==> config.mk <==
export PLATFORM = sky130hd
export DESIGN_NAME = card_seg_scanner
export DESIGN_NICKNAME = d
export VERILOG_FILES = /design/src/rtl/card_pkg.sv /design/src/rtl/bto7s_rank.sv /design/src/rtl/bto7s_suit.sv /design/src/rtl/card_seg_scanner.sv
export SDC_FILE = /design/constraint.sdc
export NUM_CORES = 1
export LEC_CHECK = 0
export CAP_MARGIN = 25
export CORE_MARGIN = 3
export CORE_UTILIZATION = 28
export CTS_BUF_LIST = sky130_fd_sc_hd__clkbuf_8
export CTS_CLUSTER_SIZE = 8
export DETAILED_ROUTE_END_ITERATION = 10
export GPL_ROUTABILITY_DRIVEN = 0
export PLACE_DENSITY = 0.56
export SLEW_MARGIN = 10
export SYNTH_ARGS = -nofsm -noshare
export SYNTH_HDL_FRONTEND = slang
export SYNTH_SLANG_ARGS = --single-unit
==> constraint.sdc <==
create_clock -name clk_in -period 5 [get_ports clk_in]
set_input_delay 1 -clock clk_in [delete_from_list [all_inputs] [get_ports clk_in]]
set_output_delay 1 -clock clk_in [all_outputs]
set_load 0.03 [all_outputs]
==> src/rtl/card_pkg.sv <==
// Shared types and constants for the playing-card seven-segment display.
package card_pkg;

  typedef enum logic [1:0] {
    DIAMOND = 2'b00,
    HEART   = 2'b01,
    CLUB    = 2'b10,
    SPADE   = 2'b11
  } suit_t;

  // Rank 0 marks an empty card slot; 1..13 are A..K, 14 and 15 show a dash.
  typedef logic [3:0] rank_t;

  typedef struct packed {
    rank_t rank;
    suit_t suit;
  } card_t;

  localparam int NUM_DIGITS      = 8;
  localparam int NUM_SHOWN_CARDS = 4;

  localparam logic [6:0] SEG_BLANK = 7'h7F;
  localparam logic [6:0] SEG_DASH  = 7'b1000000;

endpackage

==> src/rtl/bto7s_rank.sv <==
// Rank glyph decoder: 4-bit card rank to active-high gfedcba segments.
module bto7s_rank
  import card_pkg::*;
(
  input  rank_t      rank,
  output logic [6:0] seg
);

  // Ranks above king have no glyph of their own and fall back to a dash.
  always_comb begin
    seg = SEG_DASH;
    case (rank)
      4'd1:    seg = 7'b1110111;
      4'd2:    seg = 7'b1011011;
      4'd3:    seg = 7'b1001111;
      4'd4:    seg = 7'b1100110;
      4'd5:    seg = 7'b1101101;
      4'd6:    seg = 7'b1111101;
      4'd7:    seg = 7'b0000111;
      4'd8:    seg = 7'b1111111;
      4'd9:    seg = 7'b1101111;
      4'd10:   seg = 7'b1111000;
      4'd11:   seg = 7'b0011110;
      4'd12:   seg = 7'b1100111;
      4'd13:   seg = 7'b1110110;
      4'd0:    seg = 7'b0000000;
      default: seg = SEG_DASH;
    endcase
  end

endmodule

==> src/rtl/bto7s_suit.sv <==
// Suit glyph decoder: 2-bit suit code to active-high gfedcba segments.
module bto7s_suit (
  input  logic [1:0] suit,
  output logic [6:0] seg
);

  // Fixed glyphs: d, h, c, S.
  always_comb begin
    seg = 7'b0000000;
    case (suit)
      2'b00:   seg = 7'b1011110;
      2'b01:   seg = 7'b1110100;
      2'b10:   seg = 7'b1011000;
      default: seg = 7'b1101101;
    endcase
  end

endmodule

==> src/rtl/card_seg_scanner.sv <==
// Time-multiplexed 8-digit display of up to four cards (rank digit + suit digit),
// with per-card blinking and frame-aligned double buffering of card updates.
module card_seg_scanner
  import card_pkg::*;
#(
  parameter int COUNT_PERIOD = 100000,
  parameter int BLINK_CYCLES = 25000000
) (
  input  logic        clk_in,
  input  logic        rst_n_in,
  input  logic [23:0] cards_in,
  input  logic [3:0]  blink_in,
  input  logic        cards_valid_in,
  output logic [6:0]  cat_out,
  output logic [7:0]  an_out,
  output logic        frame_out
);

  localparam int CNT_W = $clog2(COUNT_PERIOD);
  localparam int BLK_W = $clog2(BLINK_CYCLES);

  logic [CNT_W-1:0] cnt;
  logic [2:0]       digit_idx;
  logic [BLK_W-1:0] blink_cnt;
  logic             blink_phase;

  card_t [NUM_SHOWN_CARDS-1:0] pend_cards;
  card_t [NUM_SHOWN_CARDS-1:0] act_cards;
  logic  [NUM_SHOWN_CARDS-1:0] pend_blink;
  logic  [NUM_SHOWN_CARDS-1:0] act_blink;
  logic                        pend_flag;

  logic       cnt_tc;
  logic       wrap;
  card_t      cur_card;
  logic       cur_blank;
  logic [6:0] rank_seg;
  logic [6:0] suit_seg;
  logic [6:0] glyph;

  assign cnt_tc = (cnt == CNT_W'(COUNT_PERIOD - 1));
  assign wrap   = cnt_tc && (digit_idx == 3'd7);

  // Each pair of digits belongs to one card; card 0 sits on the two rightmost digits.
  assign cur_card  = act_cards[digit_idx[2:1]];
  assign cur_blank = (cur_card.rank == 4'd0) ||
                     (blink_phase && act_blink[digit_idx[2:1]]);
  assign glyph     = digit_idx[0] ? rank_seg : suit_seg;

  bto7s_rank u_rank (
    .rank (cur_card.rank),
    .seg  (rank_seg)
  );

  bto7s_suit u_suit (
    .suit (cur_card.suit),
    .seg  (suit_seg)
  );

  // Refresh counter: hold each digit for COUNT_PERIOD cycles, then step to the next.
  always_ff @(posedge clk_in or negedge rst_n_in) begin
    if (!rst_n_in) begin
      cnt       <= '0;
      digit_idx <= 3'd0;
    end else if (cnt_tc) begin
      cnt       <= '0;
      digit_idx <= digit_idx + 3'd1;
    end else begin
      cnt <= cnt + CNT_W'(1);
    end
  end

  // Free-running blink timer; the phase flips once per BLINK_CYCLES.
  always_ff @(posedge clk_in or negedge rst_n_in) begin
    if (!rst_n_in) begin
      blink_cnt   <= '0;
      blink_phase <= 1'b0;
    end else if (blink_cnt == BLK_W'(BLINK_CYCLES - 1)) begin
      blink_cnt   <= '0;
      blink_phase <= ~blink_phase;
    end else begin
      blink_cnt <= blink_cnt + BLK_W'(1);
    end
  end

  // Strobes land in the pending buffer; active only changes at a frame wrap,
  // and a strobe in the wrap cycle itself goes straight to active.
  always_ff @(posedge clk_in or negedge rst_n_in) begin
    if (!rst_n_in) begin
      pend_cards <= '0;
      pend_blink <= '0;
      pend_flag  <= 1'b0;
      act_cards  <= '0;
      act_blink  <= '0;
    end else if (wrap) begin
      if (cards_valid_in) begin
        act_cards <= cards_in;
        act_blink <= blink_in;
      end else if (pend_flag) begin
        act_cards <= pend_cards;
        act_blink <= pend_blink;
      end
      pend_flag <= 1'b0;
    end else if (cards_valid_in) begin
      pend_cards <= cards_in;
      pend_blink <= blink_in;
      pend_flag  <= 1'b1;
    end
  end

  // Registered pin drivers, one cycle behind digit_idx; blank slots turn the anode off.
  always_ff @(posedge clk_in or negedge rst_n_in) begin
    if (!rst_n_in) begin
      an_out    <= 8'hFF;
      cat_out   <= SEG_BLANK;
      frame_out <= 1'b0;
    end else begin
      frame_out <= wrap;
      if (cur_blank) begin
        an_out  <= 8'hFF;
        cat_out <= SEG_BLANK;
      end else begin
        an_out  <= ~(8'd1 << digit_idx);
        cat_out <= ~glyph;
      end
    end
  end

endmodule
## Yosys cells after proc, flatten, opt, wreduce, memory -nomap -nowiden

Memories as Yosys holds them, arrays and structs flattened.
Cells that the tools add are included.
Widths: inputs -> output; s select.

| word-level totals | value |
|---|---|
| register bits | 119 |
| bits in read-only memories | 112 |
| input bits | 31 |
| output and inout bits | 16 |
| logic and storage cells | 66 |
| memories | 1 |

| cells by class | value |
|---|---|
| add/subtract/negate cells | 3 |
| magnitude comparators | 1 |
| equality and inequality tests | 5 |
| shift-type cells | 1 |
| mux-type cells | 16 |
| bitwise logic cells | 4 |
| reduce and logical (&&, ||, !) cells | 9 |

Memories:

| name | words | width | read ports | clocked after Yosys merged registers in | write ports | line | text |
|---|---|---|---|---|---|---|---|
| (name not given) | 16 | 7 | 1 | 0 | 0 | bto7s_rank.sv:12 | `case (rank)` |

Operators by type and width:

| cell | count |
|---|---|
| $mux 24 | 2 |
| $add 25x1->25 const B | 1 |
| $eq 25x25->1 const B | 1 |
| $mux 25 | 1 |
| $pmux 6 s3 | 1 |
| $add 17x1->17 const B | 1 |
| $eq 17x17->1 const B | 1 |
| $mux 17 | 1 |
| $mux 7 | 2 |
| $bmux 6 s2 | 1 |
| $mux 4 | 2 |
| $mux 8 | 1 |
| $not 8->8 | 1 |
| $shl 1x3->8 const A | 1 |
| $not 7->7 | 1 |
| $mux 6 | 1 |
| $logic_not 4->1 | 1 |
| $reduce_and 2->1 | 2 |
| $reduce_bool 2->1 | 2 |
| $add 3x1->3 const B | 1 |
| $eq 3x3->1 const B | 1 |
| $lt 2x3->1 const B | 1 |
| $mux 1 | 3 |
| $bmux 1 s2 | 1 |
| other kinds (6) | 8 |

## Logic depth before layout (Yosys ltp)

| logic depth | value |
|---|---|
| depth after elaboration | 7 |
| gate-level depth with buffers | 8 |
| mapped depth without buffers | 7 |

## Modules after synthesis

A second synthesis with hierarchy kept.

| second synthesis, totals | value |
|---|---|
| cells, all modules | 503 |
| area total of the unflattened synthesis | 5745.5 um^2 |

Modules (own cells, without submodules):

| module | instances | cells each | area an instance (um^2) | sequential area each (um^2) |
|---|---|---|---|---|
| card_seg_scanner | 1 | 462 | 5441.5 | 2996.6 |
| bto7s_rank | 1 | 33 | 262.8 | 0.0 |
| bto7s_suit | 1 | 8 | 41.3 | 0.0 |

## Worst setup path after synthesis

Ideal clock, no wire load.

| timing | value |
|---|---|
| kind | in2reg |
| start | in cards_valid_in |
| end | reg act_cards[0] (netlist bit) |
| library setup time | 0.125 ns |
| data arrival time | 2.344 ns |
| required time | 4.875 ns |
| path slack | 2.531 ns |
| stages | 4 |
| path buffers | 2 |
| path through | clkbuf_1 > clkbuf_1 > mux2_2 > mux2_2 |

| on the way | value |
|---|---|
| word-level cells in the longest chain between the ends | 2 |
| elaborated cells on any way between the ends | 3 |
| classes of those cells | mux (1); reduce/logical (2) |

Ends and longest elaborated chain:

| what | line | text |
|---|---|---|
| from (decl) | card_seg_scanner.sv:13 | `input logic cards_valid_in,` |
| $reduce_bool 2->1 (no source line) | n/a |  |
| $reduce_and 2->1 (no source line) | n/a |  |
| to (signal assigned) | card_seg_scanner.sv:97 | `act_cards <= cards_in;` |
| to (signal assigned) | card_seg_scanner.sv:100 | `act_cards <= pend_cards;` |
| to (decl) | card_seg_scanner.sv:28 | `card_t [NUM_SHOWN_CARDS-1:0] act_cards;` |

Parallel ways exist; a longest one is shown, timed or not.
A chain may end at the register's enable or synchronous reset.

## Final worst setup path

| timing | value |
|---|---|
| start | reg digit_idx[1] |
| end | reg cat_out[6] |

| on the way | value |
|---|---|
| word-level cells in the longest chain between the ends | 6 |
| elaborated cells on any way between the ends | 11 |
| classes of those cells | mux (6); bitwise (1); reduce/logical (3); memory (1) |

Ends and longest elaborated chain:

| what | line | text |
|---|---|---|
| from (decl) | card_seg_scanner.sv:23 | `logic [2:0] digit_idx;` |
| from (signal assigned) | card_seg_scanner.sv:67 | `digit_idx <= digit_idx + 3'd1;` |
| $bmux 6 s2 | card_seg_scanner.sv:45 | `assign cur_card = act_cards[digit_idx[2:1]];` |
| $mux 6 (implied by the code) | card_seg_scanner.sv:45 |  |
| $mem_v2 16x7 | n/a |  |
| $mux 7 | card_seg_scanner.sv:48 | `assign glyph = digit_idx[0] ? rank_seg : suit_seg;` |
| $not 7->7 | card_seg_scanner.sv:124 | `cat_out <= ~glyph;` |
| $mux 7 (*) | card_seg_scanner.sv:119 | `if (cur_blank) begin` |
| to (signal assigned) | card_seg_scanner.sv:124 |  |
| to (decl) | card_seg_scanner.sv:14 | `output logic [6:0] cat_out,` |

Mark *: on every way between the ends. The rest lies on a longest branch, timed or not. The select of a mux whose other input is x is not followed.

==> summary.md <==
| Metric | Value |
|---|---|
| Status | `completed` |
| Final hold vios | `0` |
| Clk_skew | `around 0.012 ns` |
| #FFs+latches synth | `119` |
| Longest Clk Path Bufs | `2` |
| Nets@finish | `around 570` |
| Iter 0 DRT Violations | `129` |
| Largest net degree at the start of global routing | `76` |
| Syn-to-layout area delta | `19.5%` |
| Setup bufs post-CTS | `0` |
| TritonCTS Buffers | `17` |
| Insertion delay to the later sink of the worst-skew pair | `~0.44 ns` |
| Final Core Density | `34.3%` |
| Slew HR | `approximately 27%` |
| FMAX | `320 MHz` |
| Slew @ Worst Pin | `1.09 ns` |
| Layout cells sized above 1 | `between 30% and 40%` |
| First-pass GRT wire length | `~20 mm` |
| Crit path time final | `around 3.1 ns` |
| Post-DP HPWL | `8.28 mm` |
| Die area | `about 23000 um2` |
| CP bufs+invs | `1` |
| Main synth FF type | `dfrtp_1` |
| Adder-cell area share of the yosys netlist | `~3.2%` |
| Yosys Warn Count | `0` |
| Cell variety after synth | `between 50 and 60` |
| Core Footprint | `20400 um2` |
| Post-synthesis area per instance | `between 10 and 15 um2` |
| Fin crit share | `roughly 62%` |
| Pwr dens | `around 290 nW/um2` |
| TNS Setup | `0 ns` |
| Boundary Pins | `47` |
| Final Max Slew Viols | `0` |
| CTS tree | `yes` |
| Post-synth EDFFs | `0` |
| Fillcell total | `just over 2000` |
| RSZ-0062 raised after global routing | `no` |
| CP Class | `register to register` |
| Sequential area share after synthesis | `between 50% and 60%` |
| Final Cell Area | `between 7000 and 8000 um2` |
| Yosys top cell by area | `dfrtp_1` |
| Antenna violations before repair | `0` |
| Hold WC Path Type | `input port to async pin` |
| Die W | `151 um` |
| Via count | `roughly 3800` |
| ANT cells | `0` |
| Vias in the first global route | `just under 4000` |
| Clock Sinks | `roughly 120` |
| Pleak | `2.85 nW` |
| Max incr delay on CP | `0.88 ns` |
| Post-Synth XOR/XNOR Area | `between 4 and 5%` |
| Total power | `a little over 2 mW` |
| # port buffers | `between 40 and 50` |
| Drt pass-1 iters | `5` |
| Compound-cell area share of the yosys netlist | `just over 5%` |
| DRC Markers | `0` |
| Chip Height | `around 150 um` |
| CP max-delay cell | `dfrtp_1` |
| Final setup violation count | `0` |
| Syn Std Cell Area | `between 5000 and 6000 um2` |
| Async set or reset register ratio after synthesis | `between 90% and 100%` |
| Worst vdd ir | `roughly 0.00017 V` |
| Clock root cell | `clkbuf_8` |
| Global route overflow | `0` |
| Site Rows | `52` |
| Post-CTS Hold Buffers | `0` |
| Worst Path Required | `around 5.3 ns` |
| Largest family of logic cells by synthesized area | `multiplexers` |
| Mean number of vias per cell | `4.74` |
| CP cell instances | `mux4_2, inv_1, ha_1, a22oi_1, o311ai_0` |
| Syn Nets | `between 500 and 600` |
| Mux contribution to synthesized area | `21.5%` |
| Crit start category | `register` |
| Gate Count Post-Synth | `between 400 and 500` |
| CP endpoint kind | `register` |
| Max cap viols | `0` |
| Crit-path max FO | `15` |
| WL final | `approximately 12 mm` |
| Routed len/inst | `14.9 um` |
| H-tree levels | `4` |
| Top cell type's share of synthesized area | `44.3%` |
| Delay-heaviest family, CP | `compound AO/OA/AOI/OAI gates` |
| Post_cts resized | `0` |
| Crit path arrival time | `about 3.4 ns` |
| GRT Util Overall | `~11%` |
| Post-place instance area | `6600 um2` |
| Post-route ant nets | `0` |
| Synth area leaders | `dfrtp_1 (44%), mux2_2 (17%), dfstp_2 (6.7%)` |
| Post-Synth Simple-Gate Area | `between 10 and 15%` |
| Reg clk slew, reported paths | `around 0.080 ns` |
| Initial Util | `about 29%` |
## Yosys cell counts (2+ instances only)
library cell and number:
mux2_2 87, o31ai_1 8, nor4_1 3, inv_1 13
buf_4 3, or3_1 5, clkinv_1 2, or4_1 7
and3_1 3, mux4_2 9, and2_1 2, or2_2 5
ha_1 15, nand3b_1 2, nor3_1 8, xnor2_1 14
a21oi_1 14, dfstp_2 15, nand4_1 10, o21ai_0 8
nand3_1 22, o311ai_0 2, dfrtp_1 104, buf_2 3
xor2_1 13, nor2_1 26, mux2i_1 7, nor4bb_1 2
nand2_1 19, buf_6 5, nor2b_1 2, clkbuf_1 6
## layout make-up
| type | instances | area (um2) | share of cell area (%) |
|---|---|---|---|
| clock buffers | 19 | 262 | 3.73 |
| well taps | 270 | 338 | 4.82 |
| inverters | 15 | 56.3 | 0.803 |
| flip-flops and latches | 119 | 3000 | 42.7 |
| clock inverters | 13 | 130 | 1.86 |
| multi-input cells | 317 | 2700 | 38.5 |
| repair buffers | 53 | 531 | 7.56 |
## report_power, final
group          internal (mW)  leakage [nW]  total, mW  switching (mW)
Combinational         0.0933          1.16      0.175          0.0813
Sequential              1.00          1.50       1.02          0.0173
Clock                  0.464         0.191      0.863           0.399
## logic make-up after synthesis
| logic type | after synthesis |
|---|---|
| simple gates | 127 |
| buf+inv | 32 |
| compound gates | 44 |
| xor+xnor | 27 |
| mux | 104 |
| flops | 119 |
| fa+ha+maj | 15 |
## metal layers
metal  share of wire (%)  wire length (um)  global-route usage, %  vias to the layer above
met1                  50              6000                   16.4                     1912
met5                   0                 0                      0                        -
met4                 1.2               139                   3.63                        0
met3                 4.0               481                   3.05                       13
met2                  45              5370                   16.7                       70
li1                    -                 -                      -                     1822
## state kept, by name, indices dropped and copies added (netlist names), 4 cells and up
signal      flops
pend_blink      4
blink_cnt      25
act_cards      24
an_out          8
cat_out         7
cnt            17
pend_cards     24
act_blink       4
## through the flow
stage | cells | setup WS [ns] | hold slack (ns)
after global placement | 773 | 2.01 | 0.437
after CTS | 805 | 1.87 | 0.455
final | 806 | 1.88 | 0.415
after global routing | 806 | 1.57 | 0.407
after floorplan | 468 | 2.53 | 0.423
after detailed placement | 773 | 1.90 | 0.446
## final timing paths
path	endpoint	startpoint	cells past startpoint	slack, ns
worst max-delay path	cat_out[6]$_DFF_PN1_	digit_idx[1]$_DFFE_PN0N_	5	1.88
worst min-delay path	pend_cards[4]$_DFFE_PN0P_	rst_n_in	1	0.41
worst max register to register	cat_out[6]$_DFF_PN1_	digit_idx[1]$_DFFE_PN0N_	5	1.88
worst min register to register	blink_cnt[0]$_DFF_PN0_	blink_cnt[0]$_DFF_PN0_	1	0.45
max in group asynchronous	act_cards[8]$_DFFE_PN0P_	rst_n_in	3	3.60
min in group clk_in	blink_cnt[0]$_DFF_PN0_	blink_cnt[0]$_DFF_PN0_	1	0.45
## placed cells by master, fill, tap and decap left out, drive strengths merged, types with 6 or more instances in the layout
cell / count
o31ai: 9
inv: 15
mux2i: 7
nor2: 26
clkdlybuf4s50: 45
nand4: 11
nand3: 23
ha: 15
dfrtp: 104
buf: 8
nand2: 19
clkbuf: 19
mux2: 88
a21oi: 14
xnor2: 14
mux4: 9
dfstp: 15
or4: 8
clkinv: 6
nor3: 8
o21ai: 8
xor2: 13
Note: power is estimated with default switching activity, not from simulation.
